[src/rtl/tlb_mp.sv]
// tlb_mp: fully-associative LoongArch TLB with NPORT registered search ports, a registered read port,
// TLBWR/TLBFILL writes and INVTLB. Define TLB_MULTIHIT_CHK_EN to build the s_multi multi-hit detector.
module tlb_mp #(
  parameter int         TLBNUM    = 16,
  parameter int         NPORT     = 2,
  parameter logic [7:0] LFSR_SEED = 8'hA5,
  localparam int        IDXW      = $clog2(TLBNUM)
) (
  input  logic                  clk,
  input  logic                  reset,
  // search ports
  input  logic [NPORT-1:0]      s_req,
  input  logic [NPORT*19-1:0]   s_vppn,
  input  logic [NPORT-1:0]      s_va_bit12,
  input  logic [NPORT*10-1:0]   s_asid,
  output logic [NPORT-1:0]      s_valid,
  output logic [NPORT-1:0]      s_found,
  output logic [NPORT*IDXW-1:0] s_index,
  output logic [NPORT*20-1:0]   s_ppn,
  output logic [NPORT*6-1:0]    s_ps,
  output logic [NPORT*2-1:0]    s_plv,
  output logic [NPORT*2-1:0]    s_mat,
  output logic [NPORT-1:0]      s_d,
  output logic [NPORT-1:0]      s_v,
  output logic [NPORT-1:0]      s_multi,
  // read port
  input  logic                  r_req,
  input  logic [IDXW-1:0]       r_index,
  output logic                  r_valid,
  output logic                  r_e,
  output logic [18:0]           r_vppn,
  output logic [5:0]            r_ps,
  output logic [9:0]            r_asid,
  output logic                  r_g,
  output logic [19:0]           r_ppn0,
  output logic [1:0]            r_plv0,
  output logic [1:0]            r_mat0,
  output logic                  r_d0,
  output logic                  r_v0,
  output logic [19:0]           r_ppn1,
  output logic [1:0]            r_plv1,
  output logic [1:0]            r_mat1,
  output logic                  r_d1,
  output logic                  r_v1,
  // write port
  input  logic                  we,
  input  logic                  fill,
  input  logic [IDXW-1:0]       w_index,
  input  logic                  w_e,
  input  logic [18:0]           w_vppn,
  input  logic [5:0]            w_ps,
  input  logic [9:0]            w_asid,
  input  logic                  w_g,
  input  logic [19:0]           w_ppn0,
  input  logic [1:0]            w_plv0,
  input  logic [1:0]            w_mat0,
  input  logic                  w_d0,
  input  logic                  w_v0,
  input  logic [19:0]           w_ppn1,
  input  logic [1:0]            w_plv1,
  input  logic [1:0]            w_mat1,
  input  logic                  w_d1,
  input  logic                  w_v1,
  output logic [IDXW-1:0]       fill_index,
  // invalidate
  input  logic                  invtlb_valid,
  input  logic [4:0]            invtlb_op,
  input  logic [9:0]            invtlb_asid,
  input  logic [18:0]           invtlb_vppn,
  output logic                  invtlb_ill
);

  // ps holds the page-size exponent already normalised to 12 or 22 at write time.
  typedef struct packed {
    logic [18:0] vppn;
    logic [5:0]  ps;
    logic [9:0]  asid;
    logic        g;
    logic [19:0] ppn0;
    logic [1:0]  plv0;
    logic [1:0]  mat0;
    logic        d0;
    logic        v0;
    logic [19:0] ppn1;
    logic [1:0]  plv1;
    logic [1:0]  mat1;
    logic        d1;
    logic        v1;
  } ent_t;

  typedef struct packed {
    logic            found;
    logic [IDXW-1:0] idx;
    logic [19:0]     ppn;
    logic [5:0]      ps;
    logic [1:0]      plv;
    logic [1:0]      mat;
    logic            d;
    logic            v;
  } res_t;

  logic [TLBNUM-1:0] e_q, e_d;
  ent_t              ent_q [TLBNUM];
  ent_t              w_ent;
  logic [7:0]        lfsr_q, lfsr_d;
  logic [IDXW-1:0]   victim, wr_idx, fill_index_q;
  logic [TLBNUM-1:0] hit [NPORT];
  res_t              lk [NPORT];
  res_t              res_q [NPORT];
  logic [NPORT-1:0]  s_valid_q;
  logic              r_valid_q, r_e_q;
  ent_t              r_ent_q;
  logic [TLBNUM-1:0] inv_sel;
  logic              invtlb_ill_q;

  assign w_ent = '{vppn: w_vppn, ps: (w_ps == 6'd22) ? 6'd22 : 6'd12, asid: w_asid, g: w_g,
                   ppn0: w_ppn0, plv0: w_plv0, mat0: w_mat0, d0: w_d0, v0: w_v0,
                   ppn1: w_ppn1, plv1: w_plv1, mat1: w_mat1, d1: w_d1, v1: w_v1};

  always_comb begin
    for (int p = 0; p < NPORT; p++) begin
      for (int i = 0; i < TLBNUM; i++) begin
        hit[p][i] = e_q[i]
                  && (ent_q[i].vppn[18:10] == s_vppn[p*19+10 +: 9])
                  && ((ent_q[i].ps == 6'd22) || (ent_q[i].vppn[9:0] == s_vppn[p*19 +: 10]))
                  && (ent_q[i].g || (ent_q[i].asid == s_asid[p*10 +: 10]));
      end
    end
  end

  // Scanning from the top down leaves the lowest matching index as the final assignment.
  always_comb begin
    for (int p = 0; p < NPORT; p++) begin
      lk[p] = '0;
      for (int i = TLBNUM - 1; i >= 0; i--) begin
        if (hit[p][i]) begin
          lk[p].found = 1'b1;
          lk[p].idx   = IDXW'(i);
          lk[p].ps    = ent_q[i].ps;
          if ((ent_q[i].ps == 6'd22) ? s_vppn[p*19+9] : s_va_bit12[p]) begin
            lk[p].ppn = ent_q[i].ppn1;
            lk[p].plv = ent_q[i].plv1;
            lk[p].mat = ent_q[i].mat1;
            lk[p].d   = ent_q[i].d1;
            lk[p].v   = ent_q[i].v1;
          end else begin
            lk[p].ppn = ent_q[i].ppn0;
            lk[p].plv = ent_q[i].plv0;
            lk[p].mat = ent_q[i].mat0;
            lk[p].d   = ent_q[i].d0;
            lk[p].v   = ent_q[i].v0;
          end
        end
      end
    end
  end

  always_comb begin
    victim = lfsr_q[IDXW-1:0];
    for (int i = TLBNUM - 1; i >= 0; i--) begin
      if (!e_q[i]) victim = IDXW'(i);
    end
  end

  assign wr_idx = fill ? victim : w_index;
  assign lfsr_d = {1'b0, lfsr_q[7:1]} ^ (lfsr_q[0] ? 8'hB8 : 8'h00);

  for (genvar gi = 0; gi < TLBNUM; gi++) begin : g_inv
    logic asid_eq, va_eq, sel;
    assign asid_eq = (ent_q[gi].asid == invtlb_asid);
    assign va_eq   = (ent_q[gi].vppn[18:10] == invtlb_vppn[18:10])
                  && ((ent_q[gi].ps == 6'd22) || (ent_q[gi].vppn[9:0] == invtlb_vppn[9:0]));
    always_comb begin
      case (invtlb_op)
        5'd0, 5'd1: sel = 1'b1;
        5'd2:       sel = ent_q[gi].g;
        5'd3:       sel = !ent_q[gi].g;
        5'd4:       sel = !ent_q[gi].g && asid_eq;
        5'd5:       sel = !ent_q[gi].g && asid_eq && va_eq;
        5'd6:       sel = (ent_q[gi].g || asid_eq) && va_eq;
        default:    sel = 1'b0;
      endcase
    end
    assign inv_sel[gi] = sel;
  end

  // INVTLB clears first so a same-cycle write to one of the cleared entries still lands.
  always_comb begin
    e_d = e_q;
    if (invtlb_valid) e_d = e_q & ~inv_sel;
    if (we) e_d[wr_idx] = w_e;
  end

  always_ff @(posedge clk or posedge reset) begin
    if (reset) begin
      e_q          <= '0;
      lfsr_q       <= LFSR_SEED;
      fill_index_q <= '0;
      invtlb_ill_q <= 1'b0;
      s_valid_q    <= '0;
      r_valid_q    <= 1'b0;
      r_e_q        <= 1'b0;
      r_ent_q      <= '0;
      for (int p = 0; p < NPORT; p++) res_q[p] <= '0;
    end else begin
      e_q          <= e_d;
      invtlb_ill_q <= invtlb_valid && (invtlb_op > 5'd6);
      if (we && fill) begin
        lfsr_q       <= lfsr_d;
        fill_index_q <= victim;
      end
      // s_req/r_req qualify the inputs for one cycle; results appear as s_valid/r_valid one cycle later.
      s_valid_q <= s_req;
      for (int p = 0; p < NPORT; p++) begin
        if (s_req[p]) res_q[p] <= lk[p];
      end
      r_valid_q <= r_req;
      if (r_req) begin
        r_e_q   <= e_q[r_index];
        r_ent_q <= ent_q[r_index];
      end
    end
  end

  always_ff @(posedge clk) begin
    if (we) ent_q[wr_idx] <= w_ent;
  end

`ifdef TLB_MULTIHIT_CHK_EN
  logic [NPORT-1:0] multi_q;
  always_ff @(posedge clk or posedge reset) begin
    if (reset) begin
      multi_q <= '0;
    end else begin
      for (int p = 0; p < NPORT; p++) begin
        if (s_req[p]) multi_q[p] <= ($countones(hit[p]) > 1);
      end
    end
  end
  assign s_multi = multi_q;
`else
  assign s_multi = '0;
`endif

  for (genvar gp = 0; gp < NPORT; gp++) begin : g_out
    assign s_found[gp]               = res_q[gp].found;
    assign s_index[gp*IDXW +: IDXW]  = res_q[gp].idx;
    assign s_ppn[gp*20 +: 20]        = res_q[gp].ppn;
    assign s_ps[gp*6 +: 6]           = res_q[gp].ps;
    assign s_plv[gp*2 +: 2]          = res_q[gp].plv;
    assign s_mat[gp*2 +: 2]          = res_q[gp].mat;
    assign s_d[gp]                   = res_q[gp].d;
    assign s_v[gp]                   = res_q[gp].v;
  end

  assign s_valid    = s_valid_q;
  assign r_valid    = r_valid_q;
  assign r_e        = r_e_q;
  assign r_vppn     = r_ent_q.vppn;
  assign r_ps       = r_ent_q.ps;
  assign r_asid     = r_ent_q.asid;
  assign r_g        = r_ent_q.g;
  assign r_ppn0     = r_ent_q.ppn0;
  assign r_plv0     = r_ent_q.plv0;
  assign r_mat0     = r_ent_q.mat0;
  assign r_d0       = r_ent_q.d0;
  assign r_v0       = r_ent_q.v0;
  assign r_ppn1     = r_ent_q.ppn1;
  assign r_plv1     = r_ent_q.plv1;
  assign r_mat1     = r_ent_q.mat1;
  assign r_d1       = r_ent_q.d1;
  assign r_v1       = r_ent_q.v1;
  assign fill_index = fill_index_q;
  assign invtlb_ill = invtlb_ill_q;

endmodule
[config.mk]
export PLATFORM = sky130hd
export DESIGN_NAME = tlb_mp
export DESIGN_NICKNAME = d
export VERILOG_FILES = /design/src/rtl/tlb_mp.sv
export SDC_FILE = /design/constraint.sdc
export NUM_CORES = 2
export LEC_CHECK = 0
export BUFFER_PORTS_ARGS = -buffer_cell sky130_fd_sc_hd__buf_2
export CAP_MARGIN = 0
export CORE_MARGIN = 2
export CORE_UTILIZATION = 34
export DETAILED_ROUTE_END_ITERATION = 12
export PLACE_DENSITY = 0.57
export SYNTH_ARGS = -nofsm -noshare
export SYNTH_HDL_FRONTEND = slang
export SYNTH_SLANG_ARGS = --single-unit
[constraint.sdc]
create_clock -name clk -period 25.5 [get_ports clk]
set_input_delay 2.55 -clock clk [delete_from_list [all_inputs] [get_ports clk]]
set_output_delay 2.55 -clock clk [all_outputs]
set_load 0.1 [all_outputs]
==> metrics.cfg <==
[run_status]
outcome = finished with violations
violations = max-capacitance violations, max-slew violations

[final_layout]
mostFrequentLayoutCell = edfxtp_1
nNetsFinal = 7487
final_cell_mix = edfxtp_1, xor2_1, xnor2_1
drive_gt1_share_pct = 23.6
synthToLayoutAreaGrowth_pct = 13.1
stdcell_count = 11051

[detailed_routing]
antenna_left = 0
drc = 0
wl_per_cell_um = 42.0
wl_um = 464000
viasPerCell = 6.60
vias = 72898
drtIter0Drc = 11869
dr.pass1.iters = 8

[clocking]
htree_num_levels = 4
cts_root_buffer = clkbuf_16
cts_hold_buf = 0
post-cts-setup-buffers = 0
ctsResizeCount = 0
clk_latency_ps = 910
cts_buffer_depth = 4
clock_sinks = 1528
cts_tree = yes
numCtsBuffers = 185
clkTransAtPathRegs_ps = 60

[yosys]
yosysTopAreaCell = edfxtp_1
synth-seq-cells = 1528
synth_area_um2 = 93100
synth_top_cell_area_share_pct = 43.3
synth.area.top_cells = edfxtp_1, mux4_2, xor2_1, mux2i_1, xnor2_1
synth_edf_count = 1344
yosysWarnings = 0
synth_ff_type = edfxtp_1
synth_cells = 7098
yosysSeqAreaShare_pct = 48.3
synth_cell_type_count = 88
syn_avg_cell_area_um2 = 13.1
ys_async_sr_fraction_pct = 12.0

[timing]
finalHoldViolations = 0
setup_tns_ps = 0
finalMaxSlewViolations = 3
maxSlewHeadroom_pct = -3.48
clock_skew_ps = 107
finalCritPeriodShare_pct = 26.9
setup_viol = 0
worst_pin_slew_ps = 1530
rsz0062_at_grt = false
fin_crit_ps = 6860
fmax_mhz = 146

[power_and_ir_drop]
switchingPower_w = 0.00211
leakagePower_nw = 35.7
pwr-share-comb_pct = 17.0
p_sw_share_pct = 30.6
internal_power_w = 0.00479
pwr_density_cell_nw_per_um2 = 65.5
ir_drop_v = 0.0000574
seqPwrFrac_pct = 43.7
pwr-share-clk_pct = 39.3

[die]
ios = 372
initial_core_util_pct = 34.1
die_area_um2 = 278000
die_y_um = 527
row_count = 192
die-width_um = 527
coreArea_um2 = 273000

[worst_setup_path]
cp.required_ps = 26250
worstPathArrival_ps = 7610
start_kind = input port
end_kind = flop
worstPathMaxFanout = 32
worstSetupPathType = in -> reg

[placed_design]
gp_congestion = 0.979
dpl.cell_count = 10690
numPortBuffers = 363
dp_hpwl_um = 299000

[job]
cap_violations = 2

[grt]
antenna_found_initial = 54
grt_pass1_wl_um = 620000
grt_overflow_total = 0
grt_usage_pct = 32.4
grt_pass1_vias = 70404
grt_max_degree = 146

[worst_hold_path]
hold_path.class = reg -> reg

## power groups by stage
stage	registers (W)	logic, W	clock network (W)
after floorplan	0.00320	0.000554	0
after global placement	0.00306	0.00114	0
after detailed placement	0.00306	0.00115	0
after CTS	0.00300	0.00115	0.00273
after global routing	0.00302	0.00120	0.00283
final	0.00301	0.00118	0.00271
## cells by family after synthesis
| family | Yosys count | synth area share [%] |
|---|---|---|
| simple gates | 1145 | 6.45 |
| xor+xnor | 1412 | 13.3 |
| mux | 1406 | 21.3 |
| flops | 1528 | 48.3 |
| other cells | 1 | 0.00403 |
| buf+inv | 599 | 2.94 |
| compound gates | 1007 | 7.72 |
## sequential cells by signal (all words and copies together) (netlist names), 3 cells and up
| register | flops |
|---|---|
| s_plv | 4 |
| r_asid | 10 |
| r_ps | 3 |
| ent_q | 1344 |
| r_ppn1 | 20 |
| fill_index | 4 |
| s_index | 8 |
| s_mat | 4 |
| s_ps | 6 |
| r_vppn | 19 |
| e_q | 16 |
| s_ppn | 40 |
| lfsr_q | 8 |
| r_ppn0 | 20 |
## worst paths after layout
check	startpoint	end	slack [ps]	cells after the start
worst max-delay path	s_vppn[28]	s_ppn[23]	18640	12
worst min-delay path	r_ps[2]	r_ps[2]	470	1
worst max register to register	e_q[13]	ent_q[5][23]	19340	10
worst min register to register	r_ps[2]	r_ps[2]	470	1
max in group asynchronous	reset	r_vppn[15]	21820	3
min in group asynchronous	reset	r_mat1[0]	1830	2
## through the flow
stage / worst slack (ps) / hold slack (ps) / total power [W] / utilization [%] / cell area [µm²]
3_5_place_dp: 17940 / 450 / 0.00420 / 36.3 / 99200
4_1_cts: 18860 / 465 / 0.00688 / 38.5 / 105000
6_report: 18640 / 467 / 0.00690 / 38.6 / 105000
5_1_grt: 18490 / 503 / 0.00705 / 38.6 / 105000
3_3_place_gp: 17940 / 445 / 0.00419 / 36.3 / 99200
2_1_floorplan: 15040 / 465 / 0.00376 / - / 93200
## layout make-up
class,instances,area (µm²)
Fill cell,25693,168000
Multi-Input combinational cell,4978,46200
Sequential cell,1528,45000
Clock buffer,243,5020
Tap cell,3589,4490
Timing Repair Buffer,564,3400
Clock inverter,92,1060
Inverter,31,124
Antenna cell,26,65.1
## synthesized netlist by cell type (19+ instances only)
master,instances
buf_4,42
o22ai_1,36
or3_1,40
a211oi_1,51
and2_1,26
nand4_1,138
a311o_1,23
buf_2,156
nor4_1,212
o221ai_1,45
buf_1,59
a21oi_1,195
dfrtp_1,180
xnor2_1,618
a41oi_1,26
and3_1,19
mux4_2,425
nand3_1,60
a21o_1,23
nor2b_1,49
a221oi_1,114
clkbuf_1,292
nor3_1,84
o21ai_0,167
nand2_1,270
o211ai_1,27
mux2_2,349
a31oi_1,45
a221o_1,24
xor2_1,793
inv_1,30
edfxtp_1,1344
nor2_1,175
a22oi_1,44
nand2b_1,24
o2111ai_1,42
mux2i_1,625
## critical path, cell delays in order
cell and delay [ps]:
buf_2 70, buf_4 640, xnor2_1 190, nand4_1 100, o31ai_1 740, nand3_4 880
nand2b_2 1220, o221ai_1 180, and2_1 210, o21ai_1 240, a221oi_1 120, o41a_1 350
## layer usage
metal	track usage, %	vias up	wire length, µm
li1	-	27976	-
met1	43.3	37273	180000
met2	46.3	6190	193000
met3	10.3	1425	61500
met4	17.9	34	29400
met5	0.208	-	297
Power figures use the tool's default switching activity.
